**src/rtl/bin_to_bcd_seq_if.sv**
```systemverilog
// Purpose: start/busy/done handshake bundle between a requester and the BCD converter.
// Latency: none, wires only.
// Backpressure: the requester must watch busy; a start raised while busy is dropped.
interface bin_to_bcd_seq_if #(
  parameter int WIDTH  = 7,
  parameter int DIGITS = 2
);
  logic                  start;
  logic [WIDTH-1:0]      bin;
  logic [4*DIGITS-1:0]   bcd;
  logic                  busy;
  logic                  done;
  logic                  ovf;

  // Requester side: issues operands and observes the result.
  modport master (
    output start, bin,
    input  bcd, busy, done, ovf
  );

  // Converter side.
  modport slave (
    input  start, bin,
    output bcd, busy, done, ovf
  );
endinterface

```
**src/rtl/bin_to_bcd_seq.sv**
```systemverilog
// Purpose: sequential double-dabble binary-to-BCD converter, one operand bit per clock.
// Latency: WIDTH cycles from the edge that accepts start to the edge that raises done.
// Backpressure: start is honoured only while idle; requests while busy are dropped.
module bin_to_bcd_seq #(
  parameter int WIDTH  = 7,
  parameter int DIGITS = 2
) (
  input  logic           clk,
  input  logic           reset_n,
  bin_to_bcd_seq_if.slave bus
);

  // Decimal digits needed to hold the largest WIDTH-bit value.
  function automatic int dec_digits(input int w);
    longint m;
    int     n;
    m = (longint'(1) << w) - 1;
    n = 0;
    while (m > 0) begin
      m = m / 10;
      n = n + 1;
    end
    if (n == 0) n = 1;
    return n;
  endfunction

  localparam int SDIG = dec_digits(WIDTH);
  // Scratch holds the full decimal value, so overflow is just "any digit above DIGITS is nonzero".
  localparam int NDIG = (SDIG > DIGITS) ? SDIG : DIGITS;
  localparam int CW   = $clog2(WIDTH + 1);

  typedef enum logic {S_IDLE, S_SHIFT} state_t;

  state_t                state_q;
  logic [WIDTH-1:0]      sh_q;
  logic [WIDTH-1:0]      sh_d;
  logic [4*NDIG-1:0]     scr_q;
  logic [4*NDIG-1:0]     scr_add;
  logic [4*NDIG-1:0]     scr_d;
  logic [CW-1:0]         cnt_q;
  logic [CW-1:0]         cnt_d;
  logic                  last;
  logic                  hi_nz;
  logic [4*DIGITS-1:0]   bcd_q;
  logic [4*DIGITS-1:0]   bcd_d;
  logic                  busy_q;
  logic                  done_q;
  logic                  ovf_q;

  // One double-dabble iteration: add 3 to every digit >= 5, then shift the operand MSB in.
  always_comb begin
    scr_add = scr_q;
    for (int i = 0; i < NDIG; i++) begin
      if (scr_q[4*i +: 4] >= 4'd5) begin
        scr_add[4*i +: 4] = scr_q[4*i +: 4] + 4'd3;
      end
    end
    scr_d = (scr_add << 1) | {{(4*NDIG-1){1'b0}}, sh_q[WIDTH-1]};
    sh_d  = sh_q << 1;
    cnt_d = cnt_q + CW'(1);
    last  = (cnt_q == CW'(WIDTH - 1));
  end

  if (NDIG > DIGITS) begin : g_ovf
    assign hi_nz = |scr_d[4*NDIG-1:4*DIGITS];
  end else begin : g_no_ovf
    assign hi_nz = 1'b0;
  end

  // Out-of-range operands saturate to all nines so the display never shows garbage.
  assign bcd_d = hi_nz ? {DIGITS{4'h9}} : scr_d[4*DIGITS-1:0];

  // Control FSM with registered result and handshake outputs.
  always_ff @(posedge clk or negedge reset_n) begin
    if (!reset_n) begin
      state_q <= S_IDLE;
      sh_q    <= '0;
      scr_q   <= '0;
      cnt_q   <= '0;
      bcd_q   <= '0;
      busy_q  <= 1'b0;
      done_q  <= 1'b0;
      ovf_q   <= 1'b0;
    end else begin
      done_q <= 1'b0;
      case (state_q)
        S_IDLE: begin
          if (bus.start) begin
            sh_q    <= bus.bin;
            scr_q   <= '0;
            cnt_q   <= '0;
            busy_q  <= 1'b1;
            state_q <= S_SHIFT;
          end
        end
        S_SHIFT: begin
          scr_q <= scr_d;
          sh_q  <= sh_d;
          cnt_q <= cnt_d;
          if (last) begin
            bcd_q   <= bcd_d;
            ovf_q   <= hi_nz;
            done_q  <= 1'b1;
            busy_q  <= 1'b0;
            state_q <= S_IDLE;
          end
        end
        default: begin
          state_q <= S_IDLE;
          busy_q  <= 1'b0;
        end
      endcase
    end
  end

  assign bus.bcd  = bcd_q;
  assign bus.busy = busy_q;
  assign bus.done = done_q;
  assign bus.ovf  = ovf_q;

endmodule

```
**src/flat_wrapper.sv**
```systemverilog
// flat-port wrapper written by rule: the top's interface ports become plain ports
module bin_to_bcd_seq_flat 
#(
  parameter int WIDTH  = 7,
  parameter int DIGITS = 2
)
  (clk, reset_n, bus_start, bus_bin, bus_bcd, bus_busy, bus_done, bus_ovf);
  bin_to_bcd_seq_if #(.WIDTH(WIDTH), .DIGITS(DIGITS)) bus_i ();
  input  logic clk;
  input  logic reset_n;
  input wire logic [$bits(bus_i.start)-1:0] bus_start;
  input wire logic [$bits(bus_i.bin)-1:0] bus_bin;
  output wire logic [$bits(bus_i.bcd)-1:0] bus_bcd;
  output wire logic [$bits(bus_i.busy)-1:0] bus_busy;
  output wire logic [$bits(bus_i.done)-1:0] bus_done;
  output wire logic [$bits(bus_i.ovf)-1:0] bus_ovf;
  assign bus_i.start = bus_start;
  assign bus_i.bin = bus_bin;
  assign bus_bcd = bus_i.bcd;
  assign bus_busy = bus_i.busy;
  assign bus_done = bus_i.done;
  assign bus_ovf = bus_i.ovf;
  bin_to_bcd_seq #(.WIDTH(WIDTH), .DIGITS(DIGITS)) u_core (.clk(clk), .reset_n(reset_n), .bus(bus_i));
endmodule
```
**config.mk**
```make
export PLATFORM = sky130hd
export DESIGN_NAME = bin_to_bcd_seq_flat
export DESIGN_NICKNAME = d
export VERILOG_FILES = /design/src/rtl/bin_to_bcd_seq_if.sv /design/src/rtl/bin_to_bcd_seq.sv /design/src/flat_wrapper.sv
export SDC_FILE = /design/constraint.sdc
export NUM_CORES = 1
export LEC_CHECK = 0
export ABC_AREA = 0
export ABC_CLOCK_PERIOD_IN_PS = 2600
export CAP_MARGIN = 20
export CORE_ASPECT_RATIO = 1.1
export CORE_MARGIN = 2
export CORE_UTILIZATION = 50
export CTS_CLUSTER_DIAMETER = 40
export CTS_CLUSTER_SIZE = 24
export DETAILED_ROUTE_END_ITERATION = 8
export PLACE_DENSITY = 0.75
export SYNTH_ARGS = -nofsm -noshare
export SYNTH_HDL_FRONTEND = slang
export SYNTH_SLANG_ARGS = --single-unit
```
**constraint.sdc**
```tcl
create_clock -name clk -period 2.6 [get_ports clk]
set_clock_uncertainty 0.2 [all_clocks]
set_input_delay 0.26 -clock clk [delete_from_list [all_inputs] [get_ports clk]]
set_output_delay 0.26 -clock clk [all_outputs]
set_load 0.1 [all_outputs]
```
==> impl_metrics.csv, run 1 <==
group,metric,value,unit
cts,ctsResizeCount,0,
setup_path,crit_type,"register to register",
timing,worstMarginPinSlew,0.545,ns
cells_and_area,nets,203,
synth,syn_avg_cell_area,10.4,µm²
routing,viasPerCell,5.80,
timing,drv_slew,0,
status,run_status,"completed",
grt,grt_max_degree,35,
place,numPortBuffers,20,
cells_and_area,stdcell_count,218,
floorplan,rows,21,
setup_path,arrival,2.05,ns
routing,ant_nets,0,
routing,via_count,1265,
grt,met3_usage,0.0439,
routing,routedWlPerCell,15.9,µm
routing,dr.first_iter.drc_count,63,
synth,synth-seq-cells,34,
timing,slew_headroom,0.636,
grt,grt_pass1_wl,5960,µm
cells_and_area,n_antenna_cell,0,
routing,drc,0,
cts,post-cts-setup-buffers,0,
cts,clkTransAtPathRegs,0.09,ns
setup_path,crit_slowest_cell,"dfrtp_1",
floorplan,dieArea,3810,µm²
cts,cts_root_buf,"clkbuf_4",
grt,grt_usage,0.211,
timing,timing.final.crit_share,0.796,
setup_path,cp_data_required_time,2.58,ns
grt,grt_pass1_vias,1304,
timing,tns,0,ns
grt,grt_util_met2,0.350,
synth,syn_nets,178,
cells_and_area,drive_gt1_frac,0.158,
cells_and_area,design_area,1940,µm²
floorplan,core,3100,µm²
place,place.gp.congestion,0.850,
floorplan,start_util,0.537,
cts,insertion_delay,0.32,ns
floorplan,ios,21,
synth,syn_inst,160,
synth,yosys_warnings,0,
hold_path,hold_path_class,"input pin to async pin",
cts,cts_inserted_buffers,5,
cells_and_area,register_area,851,µm²
setup_path,crit_chain,"inv_1 -> ha_1 -> nand2b_1 -> a21oi_2 -> mux2i_1 -> buf_4 -> a41oi_1",
timing,hold_ws,0.139,ns
timing,hold_viol,0,
timing,rsz0062_at_grt,"false",
floorplan,die_w,59.0,µm
place,place_area,1890,µm²
cells_and_area,fill_cells,256,
place,place_inst,212,
timing,finalSetupViolCount,0,
grt,overflow,0,
place,dp.final_hpwl,2540,µm
synth,synth_area,1670,µm²
timing,max_freq,483,MHz
cts,postCtsHoldBufs,0,
cells_and_area,multiInputGateArea,751,µm²
setup_path,end_kind,"register",
grt,grt.busiest_layer,"met2",
grt,antenna_found_initial,0,
setup_path,critPathLaunchType,"register",
routing,finalWirelength,3460,µm
cts,cts.sink_count,34,
flow_run,max_cap_violations,0,
synth,ys_seq_area_frac,0.511,
setup_path,slowest_delay,0.42,ns
routing,firstDrtPassIters,4,
synth,synth_cell_types,30,
cells_and_area,area_delta_synth_final,16.5,%
floorplan,die_h,64.5,µm
setup_path,crit_fanout,9,
cts,tritoncts,"built",
cts,h-tree-depth,2,
timing,post-route-min-period,2.07,ns
cts,clockBufferDepth,2,
grt,met1_usage,0.258,
==> flip-flops by register name, indices dropped and copies added, names as in the netlist <==
| name | cells |
|---|---|
| u_core.bus.busy | 1 |
| u_core.state_q | 1 |
| u_core.bus.done | 1 |
| u_core.cnt_q | 3 |
| u_core.bus.bcd | 8 |
| u_core.scr_q | 12 |
| u_core.sh_q | 7 |
| u_core.bus.ovf | 1 |
==> synth_stat cells (all sizes together) <==
cell,instances,share of area
a21o,4,0.018
a211o,1,0.0053
a31oi,3,0.011
xnor2,4,0.021
nor3,3,0.0090
a21oi,9,0.029
dfrtp,34,0.51
inv,10,0.023
mux2,1,0.0068
o22ai,6,0.023
nor3b,6,0.033
o21ai,12,0.038
or3,1,0.0038
a41oi,1,0.0053
clkbuf,6,0.014
nand2b,3,0.011
o31ai,1,0.0045
clkinv,1,0.0023
a32o,4,0.025
ha,8,0.060
a211oi,1,0.012
nor2,10,0.023
mux2i,10,0.060
nand2,19,0.043
nand3,2,0.0090
==> cell type report <==
| class | count | share of cell area |
|---|---|---|
| tap | 34 | 0.0219 |
| inverter | 11 | 0.0213 |
| sequential | 34 | 0.439 |
| clock buffer | 6 | 0.0265 |
| timing repair buffer | 24 | 0.105 |
| multi-input combinational | 109 | 0.387 |
==> per-stage QoR <==
stage | utilization | setup WS [ns]
global placement | 0.609 | 0.671
floorplan | - | 0.577
CTS | 0.626 | 0.543
detailed placement | 0.609 | 0.558
global route | 0.626 | 0.406
finish | 0.626 | 0.532
==> critical path: cells and delay by family, from the launching register on <==
kind,cells,cell delay [ns]
AO/OA/AOI/OAI,2,0.34
buffers and inverters,2,0.33
multiplexers,1,0.27
flip-flops,1,0.42
AND/OR/NAND/NOR,1,0.10
adder cells (fa/ha/maj),1,0.26
==> placed cells by master, fill, tap and decap left out, types with 2 or more instances in the layout <==
cell type / Yosys / routed
dfrtp_1: 34 / 34
clkdlybuf4s50_1: 0 / 9
nand2b_1: 3 / 3
xnor2_1: 4 / 4
inv_1: 10 / 10
o22ai_1: 6 / 6
nor3b_2: 2 / 2
nand2_1: 19 / 19
mux2i_1: 10 / 10
a31oi_1: 3 / 3
clkbuf_4: 0 / 5
o21ai_0: 11 / 11
a21oi_1: 8 / 8
a32o_1: 3 / 3
nor3b_1: 4 / 4
buf_4: 0 / 15
a21o_1: 4 / 4
ha_1: 8 / 8
nor3_1: 3 / 3
nor2_1: 10 / 10
==> worst paths after layout <==
check | end | cells after the start | slack, ns | startpoint
setup reg to reg | u_core.bus.bcd[7]$_DFFE_PN0P_ | 7 | 0.53 | u_core.scr_q[8]$_DFFE_PN0P_
setup / recovery | u_core.bus.bcd[7]$_DFFE_PN0P_ | 7 | 0.53 | u_core.scr_q[8]$_DFFE_PN0P_
hold / removal | u_core.scr_q[11]$_DFFE_PN0P_ | 2 | 0.14 | reset_n
hold reg to reg | u_core.sh_q[1]$_DFFE_PN0P_ | 2 | 0.30 | u_core.sh_q[0]$_DFFE_PN0P_
min in group clk | u_core.sh_q[1]$_DFFE_PN0P_ | 2 | 0.30 | u_core.sh_q[0]$_DFFE_PN0P_
max in group asynchronous | u_core.scr_q[1]$_DFFE_PN0P_ | 2 | 1.75 | reset_n
==> routing by layer <==
| metal | share of wire | up-vias |
|---|---|---|
| met4 | 0.027 | 0 |
| met2 | 0.52 | 16 |
| li1 | - | 606 |
| met1 | 0.43 | 632 |
| met5 | 0 | - |
| met3 | 0.024 | 11 |
==> kinds of logic (layout without fill, tap and decap cells) <==
kind of cell	after synthesis	in the layout	synth area share
buf+inv	17	41	0.0383
simple gates	44	44	0.131
xor+xnor	4	4	0.0210
compound gates	42	42	0.171
flops	34	34	0.511
fa+ha+maj	8	8	0.0601
mux	11	11	0.0669
Power of run 1 is left out: the tool's default activity adds up to more than one toggle a clock period on the data nets, which glitch-free logic cannot reach.
==> inputs of run 2 (changes only) <==
Settings changed: ABC_CLOCK_PERIOD_IN_PS 2600 to 1740, CORE_UTILIZATION 50 to 49, PLACE_DENSITY 0.75 to 0.77.
Clock period 2.6 ns to 1.74 ns, I/O delays scaled along.
==> run 2 against run 1 <==
  * The run now ends with setup timing left
  * Sequential share of layout area decreased by 8.2 points
  * Final cell count increased by 12%
  * Cell area increased by 23%
  * Register-to-register slack got worse by 0.64 ns
  * Critical path type unchanged
  * Critical endpoint is now u_core.scr_q[10]$_DFFE_PN0P_
==> impl_metrics.csv, run 2 (synthesis gave the netlist of run 1 again) <==
group,metric,value,unit
cells_and_area,final_common_cell,"dfrtp_1",
cts,tritoncts,"built",
routing,ant_nets,0,
timing,finalSetupViolCount,11,
routing,via_count,1438,
cts,insertion_delay,0.36,ns
grt,grt_usage,0.233,
grt,grt_pass1_wl,6680,µm
timing,hold_viol,0,
cells_and_area,n_antenna_cell,0,
setup_path,crit_fanout,4,
grt,overflow,0,
place,place.gp.congestion,0.859,
routing,drc,0,
timing,worstMarginPinSlew,0.471,ns
timing,timing.final.crit_share,1.06,
cells_and_area,largest_register_ffs,12,
cells_and_area,area_delta_synth_final,43.3,%
place,place_ws,-0.154,ns
grt,grt_max_degree,35,
routing,viasPerCell,5.89,
timing,post-route-min-period,1.85,ns
floorplan,dieArea,3880,µm²
setup_path,cp_data_required_time,1.81,ns
cts,h-tree-depth,2,
grt,grt_pass1_vias,1479,
cts,clkTransAtPathRegs,0.11,ns
cts,cts_inserted_buffers,5,
place,place_area,2130,µm²
setup_path,slowest_delay,0.38,ns
floorplan,rows,22,
timing,max_freq,541,MHz
timing,drv_slew,0,
floorplan,ios,21,
cells_and_area,layout_common_cells,"33 x dfrtp_1, 24 x buf_4, 19 x nand2_1, 11 x o21ai_0, 11 x buf_12",
cells_and_area,top_register,"u_core.scr_q",
routing,finalWirelength,4260,µm
timing,rsz0062_at_grt,"true",
setup_path,end_kind,"register",
setup_path,r2r_cells,7,
routing,routedWlPerCell,17.4,µm
floorplan,core,3300,µm²
floorplan,start_util,0.504,
setup_path,critPathLaunchType,"register",
cells_and_area,nets,225,
cts,cts_root_buf,"clkbuf_4",
setup_path,crit_type,"register to register",
setup_path,r2r_start,"u_core.scr_q[9]$_DFFE_PN0P_",
setup_path,crit_chain,"inv_2 -> ha_2 -> nand2b_4 -> a21oi_4 -> buf_4 -> mux2_4 -> o22ai_2",
setup_path,crit_slowest_cell,"dfrtp_1",
timing,hold_ws,0.0223,ns
routing,dr.first_iter.drc_count,70,
cells_and_area,design_area,2390,µm²
hold_path,hold_path_class,"input pin to async pin",
status,violations,"setup timing",
flow_run,max_cap_violations,0,
grt,antenna_found_initial,0,
setup_path,rrSetupSlack,-0.11,ns
timing,worst_slack,-0.107,ns
setup_path,arrival,1.92,ns
routing,firstDrtPassIters,4,
floorplan,die_w,59.6,µm
status,run_status,"finished, violations left",
cts,cts.sink_count,34,
cells_and_area,utilization,0.722,
floorplan,die_h,65.1,µm
place,dp.final_hpwl,2580,µm
cells_and_area,drive_gt1_frac,0.351,
cts,postCtsHoldBufs,0,
cts,clockBufferDepth,2,
timing,slew_headroom,0.685,
setup_path,r2r-end,"u_core.scr_q[10]$_DFFE_PN0P_",
place,numPortBuffers,20,
-- run 2: cell count changes in the layout (fill, tap and decap cells not counted), moves of 3 or more --
cell	delta
buf_12	+11
buf_4	+9
ha_1	-5
ha_2	+3
inv_1	-6
inv_2	+6
mux2i_1	-3
mux2i_2	+3
-- run 2: worst max-delay path, delay by kind of cell, from the launching register on --
family	cells	cell delay, ns
fa+ha+maj	1	0.17
mux	1	0.30
compound gates	2	0.34
buf+inv	2	0.23
simple gates	1	0.14
flops	1	0.38
-- run 2: what timing repair did --
| item | 4_1_cts | 5_1_grt |
|---|---|---|
| setup buffers | 5 | 6 |
| cloned | 1 | 1 |
| endpoints found under the setup margin | 13 | 15 |
| pin swaps | 7 | 4 |
| resized for setup | 9 | 16 |
-- run 2: how the worst max path moves through the flow --
stage | startpoint | cells after the start | slack, ns | to
finish | u_core.scr_q[9]$_DFFE_PN0P_ | 7 | -0.11 | u_core.scr_q[10]$_DFFE_PN0P_
global route | u_core.scr_q[5]$_DFFE_PN0P_ | 7 | -0.17 | u_core.bus.bcd[0]$_DFFE_PN0P_
CTS | u_core.scr_q[9]$_DFFE_PN0P_ | 6 | -0.08 | u_core.bus.bcd[1]$_DFFE_PN0P_
detailed placement | u_core.scr_q[4]$_DFFE_PN0P_ | 5 | -0.15 | u_core.bus.bcd[7]$_DFFE_PN0P_
global placement | u_core.scr_q[9]$_DFFE_PN0P_ | 6 | -0.08 | u_core.bus.bcd[7]$_DFFE_PN0P_
floorplan | u_core.cnt_q[0]$_DFFE_PN0P_ | 6 | -0.03 | u_core.bus.bcd[7]$_DFFE_PN0P_
-- run 2: stage by stage --
step	std cells	setup TNS (ns)
2_1_floorplan	160	-0.0534
3_3_place_gp	223	-0.412
6_report	244	-0.922
3_5_place_dp	223	-1.18
5_1_grt	244	-1.72
4_1_cts	237	-0.590
-- run 2: final cells by class --
cell class,count,area [µm²]
Clock buffer,7,55.1
Clock inverter,1,5.00
Fill cell,239,917
Inverter,11,41.3
Multi-Input combinational cell,110,886
Sequential cell,34,852
Tap cell,36,45.0
Timing Repair Buffer,45,502
-- run 2: routing by layer --
metal,part of all wire,GRT usage
met1,0.37,0.277
met2,0.53,0.402
met3,0.060,0.0591
met4,0.034,0.0833
met5,0,0
Power of run 2 is left out for the same reason.
==> inputs of run 3 (changes only) <==
Settings changed: CORE_MARGIN 2 to 4.
==> run 3 against run 2 <==
  * The run still ends with setup timing left
  * Clock-buffer cell count grew 1
  * Die area grew 13%
  * Core utilization grew 4.4 points
  * Maximum frequency grew 0.86%
  * Via count shrank 0.97%
  * Critical path depth shrank 1
  * Final cell count shrank 0.82%
  * Sequential share of layout area shrank 0.51 points
==> impl_metrics.csv, run 3 (synthesis gave the netlist of run 1 again) <==
group,metric,value,unit
routing,via_count,1424,
cts,cts_root_buf,"clkbuf_4",
place,numPortBuffers,20,
cts,insertion_delay,0.34,ns
timing,finalSetupViolCount,10,
floorplan,dieArea,4400,µm²
setup_path,crit_start,"u_core.scr_q[9]$_DFFE_PN0P_",
status,run_status,"finished, violations left",
hold_path,hold_path_class,"input pin to async pin",
grt,overflow,0,
cts,clkTransAtPathRegs,0.10,ns
setup_path,r2r_cells,6,
setup_path,crit_chain,"inv_2 -> ha_2 -> nand2b_4 -> a21oi_4 -> mux2i_4 -> a32o_1",
timing,worst_slack,-0.0916,ns
setup_path,crit_type,"register to register",
routing,viasPerCell,5.88,
setup_path,cp_data_required_time,1.82,ns
cts,tritoncts,"built",
timing,rsz0062_at_grt,"true",
routing,routedWlPerCell,17.4,µm
setup_path,end_kind,"register",
cells_and_area,layout_common_cells,"34 x dfrtp_1, 23 x buf_4, 19 x nand2_1, 12 x buf_12, 11 x o21ai_0",
setup_path,critPathLaunchType,"register",
timing,drv_slew,0,
floorplan,rows,21,
setup_path,rrSetupSlack,-0.09,ns
status,violations,"setup timing",
setup_path,crit_fanout,5,
place,place_inst,227,
timing,timing.final.crit_share,1.05,
floorplan,start_util,0.528,
routing,dr.first_iter.drc_count,64,
grt,grt_pass1_wl,7160,µm
setup_path,arrival,1.91,ns
timing,worstMarginPinSlew,0.426,ns
floorplan,die_h,69.1,µm
cts,cts.sink_count,34,
setup_path,r2r-end,"u_core.bus.bcd[6]$_DFFE_PN0P_",
routing,drc,0,
cells_and_area,largest_register_ffs,12,
floorplan,die_w,63.6,µm
grt,grt_usage,0.209,
cells_and_area,stdcell_count,242,
setup_path,endpoint,"u_core.bus.bcd[6]$_DFFE_PN0P_",
timing,tns,-0.611,ns
cells_and_area,top_register,"u_core.scr_q",
place,dp.final_hpwl,2670,µm
routing,ant_nets,0,
cts,clockBufferDepth,2,
cells_and_area,drive_gt1_frac,0.346,
cells_and_area,design_area,2420,µm²
cts,h-tree-depth,2,
setup_path,r2r_start,"u_core.scr_q[9]$_DFFE_PN0P_",
setup_path,crit_buf_inv,1,
cells_and_area,final_common_cell,"dfrtp_1",
cells_and_area,n_antenna_cell,0,
place,place_area,2180,µm²
routing,firstDrtPassIters,4,
cells_and_area,area_delta_synth_final,45.2,%
floorplan,ios,21,
timing,hold_viol,0,
place,place.gp.congestion,0.773,
grt,grt_max_degree,35,
setup_path,crit_slowest_cell,"dfrtp_1",
cells_and_area,nets,225,
timing,post-route-min-period,1.83,ns
setup_path,slowest_delay,0.39,ns
timing,hold_ws,0.0397,ns
setup_path,path_depth,6,
timing,max_freq,546,MHz
flow_run,max_cap_violations,0,
routing,finalWirelength,4200,µm
cts,cts_inserted_buffers,5,
setup_path,path_delay_family,"compound AO/OA/AOI/OAI gates",
timing,slew_headroom,0.716,
floorplan,core,3150,µm²
grt,antenna_found_initial,0,
grt,grt_pass1_vias,1493,
==> run 3: final cells by class <==
class                           count  area, µm²
Clock buffer                        8       78.8
Timing Repair Buffer               45        514
Multi-Input combinational cell    110        890
Sequential cell                    34        851
Inverter                           11       41.3
Tap cell                           34       42.5
Fill cell                         201        736
==> run 3: per-layer routing <==
metal	part of all wire	track usage	routed length, µm
met5	0	0	0
met4	0.036	0.137	153
met3	0.035	0.0552	148
met2	0.54	0.328	2270
met1	0.39	0.250	1630
==> run 3: worst min-delay path by stage <==
stage / startpoint / to / slack [ns]
floorplan: reset_n / u_core.bus.bcd[0]$_DFFE_PN0P_ / -0.32
global placement: u_core.sh_q[5]$_DFFE_PN0P_ / u_core.sh_q[6]$_DFFE_PN0P_ / 0.26
detailed placement: u_core.sh_q[5]$_DFFE_PN0P_ / u_core.sh_q[6]$_DFFE_PN0P_ / 0.27
CTS: reset_n / u_core.scr_q[6]$_DFFE_PN0P_ / 0.04
global route: reset_n / u_core.sh_q[2]$_DFFE_PN0P_ / 0.07
finish: reset_n / u_core.cnt_q[2]$_DFFE_PN0P_ / 0.04
==> run 3: stage by stage <==
stage          setup slack (ns)   util
2_1_floorplan           -0.0277      -
3_3_place_gp            -0.0745  0.692
3_5_place_dp             -0.166  0.692
4_1_cts                 -0.0843  0.744
5_1_grt                  -0.181  0.767
6_report                -0.0916  0.767
==> run 3: timing repair <==
item | 4_1_cts | 5_1_grt
endpoints found under the hold margin | 0 | 0
buffers inserted | 3 | 3
endpoints found under the setup margin | 13 | 13
gates resized for setup | 13 | 9
pin swaps | 6 | 6
hold buffers | 0 | 0
cloned | 1 | 0
Power of run 3 is left out for the same reason.
==> RTL edit: new RTL, flow settings as in run 2 <==
`DIGITS` is set to 2 in 3 places; all go to 4.
--- a/src/rtl/bin_to_bcd_seq_if.sv
+++ b/src/rtl/bin_to_bcd_seq_if.sv
@@ -4,5 +4,5 @@
 interface bin_to_bcd_seq_if #(
   parameter int WIDTH  = 7,
-  parameter int DIGITS = 2
+  parameter int DIGITS = 4
 );
   logic                  start;
--- a/src/rtl/bin_to_bcd_seq.sv
+++ b/src/rtl/bin_to_bcd_seq.sv
@@ -4,5 +4,5 @@
 module bin_to_bcd_seq #(
   parameter int WIDTH  = 7,
-  parameter int DIGITS = 2
+  parameter int DIGITS = 4
 ) (
   input  logic           clk,
--- a/src/flat_wrapper.sv
+++ b/src/flat_wrapper.sv
@@ -3,5 +3,5 @@
 #(
   parameter int WIDTH  = 7,
-  parameter int DIGITS = 2
+  parameter int DIGITS = 4
 )
   (clk, reset_n, bus_start, bus_bin, bus_bcd, bus_busy, bus_done, bus_ovf);
Ports: changed (resized bus_bcd); port bits go from 21 to 29. No check against the original RTL was run, so the function may have changed too.
==> RTL edit against run 2 <==
Global-route usage shrank 5.1 points; die area is 26% higher; non-clock buffer count is 3 lower; routed wire length fell by 5.2%; cell area grew 23%; worst setup slack improved by 0.15 ns; sequential cell count is 11 higher; synthesized area increased by 28%; count of clock-buffer cells in the layout is the same; critical endpoint is now u_core.scr_q[14].
Power is not shown: default switching activity piles up to over one toggle a cycle in this logic, so the estimate is an artifact.
==> RTL edit: results (changes against run 2) <==
Clock network
  – Clock buffer depth: 2 (unchanged)
  – Total CTS buffers: 5 (unchanged)
  – Root Driver: clkbuf_8
  – H-tree Lvls: 2 (unchanged)
  – Worst-Skew Late Latency: 0.29 ns (-0.07 ns)
  – Clock transition at path regs: 0.08 ns (-0.03 ns)

Drt
  – Routed length per placed instance: 13.32 um (-24%)
  – Vias per Instance: 5.238 (-11%)
  – DR iter-0 viols: 82 (+17%)
  – Total routed wirelength: 4037 um (-5.2%)
  – First-pass detailed-route iteration total: 4 (unchanged)

Critical path
  – CP startpoint: u_core.scr_q[12]
  – Crit-path max FO: 3 (-1)
  – Peak per-stage delay on the critical path: 0.40 ns (+0.02 ns)
  – Delay-heaviest family, CP: flip-flops
  – Worst R2R End: u_core.scr_q[14]
  – Worst r2r path cells: 5 (-2)
  – Slowest-stage cell, CP: dfrtp_1
  – Setup crit end: u_core.scr_q[14]
  – Flop-to-flop setup slack: 0.04 ns (+0.15 ns)
  – CP Data Arrival Time: 1.72 ns (-0.20 ns)

Synthesis
  – Syn nets: 231 (+30%)
  – Synth cell count leaders: 45 x dfrtp_1, 42 x nand2_1, 27 x o21ai_1
  – Post-synthesis cell count: 211 (+32%)
  – Ys Warns: 0 (unchanged)
  – Seq/Total Area, Yosys: 0.5288 (+0.01790)
  – Synth top area cells: dfrtp_1 53%, nand2_1 7.4%, o21ai_1 6.3%
  – Dominant synthesized flop cell: dfrtp_1
  – Synth async-reset ratio: 1.000 (unchanged)
  – Post-synth cell types: 27 (-10%)
  – Yosys top cell area share: 0.5288 (+0.01790)

Finish
  – Layout cell share with drive strength beyond 1: 0.2892 (-0.06180)
  – Final net count: 268 (+19%)
  – Ant. Diodes: 0 (unchanged)

Global routing
  – Initial antenna violation count: 0 (unchanged)
  – Number of global-route vias before repair: 1,530 (+3.4%)
  – Largest net degree at the start of global routing: 46 (+31%)
  – Global-route wire length before repair: 6741 um (+0.93%)
  – GRT Overall Usage: 0.1824 (-0.05055)

Placement
  – Placed cell count: 290 (+30%)
  – IO buf count: 27 (+35%)
  – RD Place Congestion: 0.8026 (-6.6%)
  – DP HPWL: 2702 um (+4.7%)

Hold path
  – Hold crit path type: in -> async

Timing
  – WHS: 0.1735 ns (+0.1513 ns)
  – Final setup viols: 0 (-11)

Outcome
  – Outcome: finished, final reports clean
[RTL edit: cell types whose count changed in the layout (fill, tap and decap cells not counted), moves of 10 or more]
cell | before | now
nand2_1 | 19 | 42
buf_12 | 11 | 21
buf_4 | 24 | 11
o21ai_0 | 11 | 0
dfrtp_1 | 33 | 45
o21ai_1 | 0 | 26
[RTL edit: final cells by class]
| class | count | area, um^2 |
|---|---|---|
| repair buffers | 42 | 598.1 |
| multi-input cells | 143 | 996.0 |
| well taps | 54 | 67.56 |
| clock buffers | 7 | 86.33 |
| flip-flops and latches | 45 | 1126 |
| inverters | 11 | 41.29 |
| fillers | 305 | 1277 |
| clock inverters | 1 | 30.03 |
[RTL edit: worst min-delay path, stage by stage]
cell and delay [ns]:
dlygate4sd3_1 0.52, buf_2 0.12, buf_12 0.24
[RTL edit: per-layer routing]
metal	track usage	part of all wire	routed length [um]	vias to the layer above
li1	-	-	-	784
met1	0.2158	0.42	1698	760
met2	0.3156	0.52	2097	37
met3	0.05401	0.045	182	6
met4	0.06122	0.014	58	0
met5	0	0	0	-
[RTL edit: per-stage QoR]
stage                     setup WS (ns)  cell area [um^2]
final                           0.04096              2945
after global routing           -0.02359              2945
after CTS                      0.001293              2826
after detailed placement       -0.01468              2693
after global placement          0.03112              2693
after floorplan                 0.06039              2130
[RTL edit: repair_timing]
item / 4_1_cts / 5_1_grt
endpoints found under the setup margin: 3 / 12
pin swaps: 2 / 4
hold buffers: 1 / 0
buffers inserted: 1 / 3
gates resized for setup: 0 / 24
endpoints found under the hold margin: 45 / 0
[RTL edit: kinds of logic after synthesis]
kind of cell    after synthesis  synth area share
compound gates               55            0.1533
xor+xnor                      5           0.02056
fa+ha+maj                    10           0.05875
buf+inv                      23           0.04877
flops                        45            0.5288
mux                          11           0.05934
other cells                   1          0.001761
simple gates                 61            0.1287
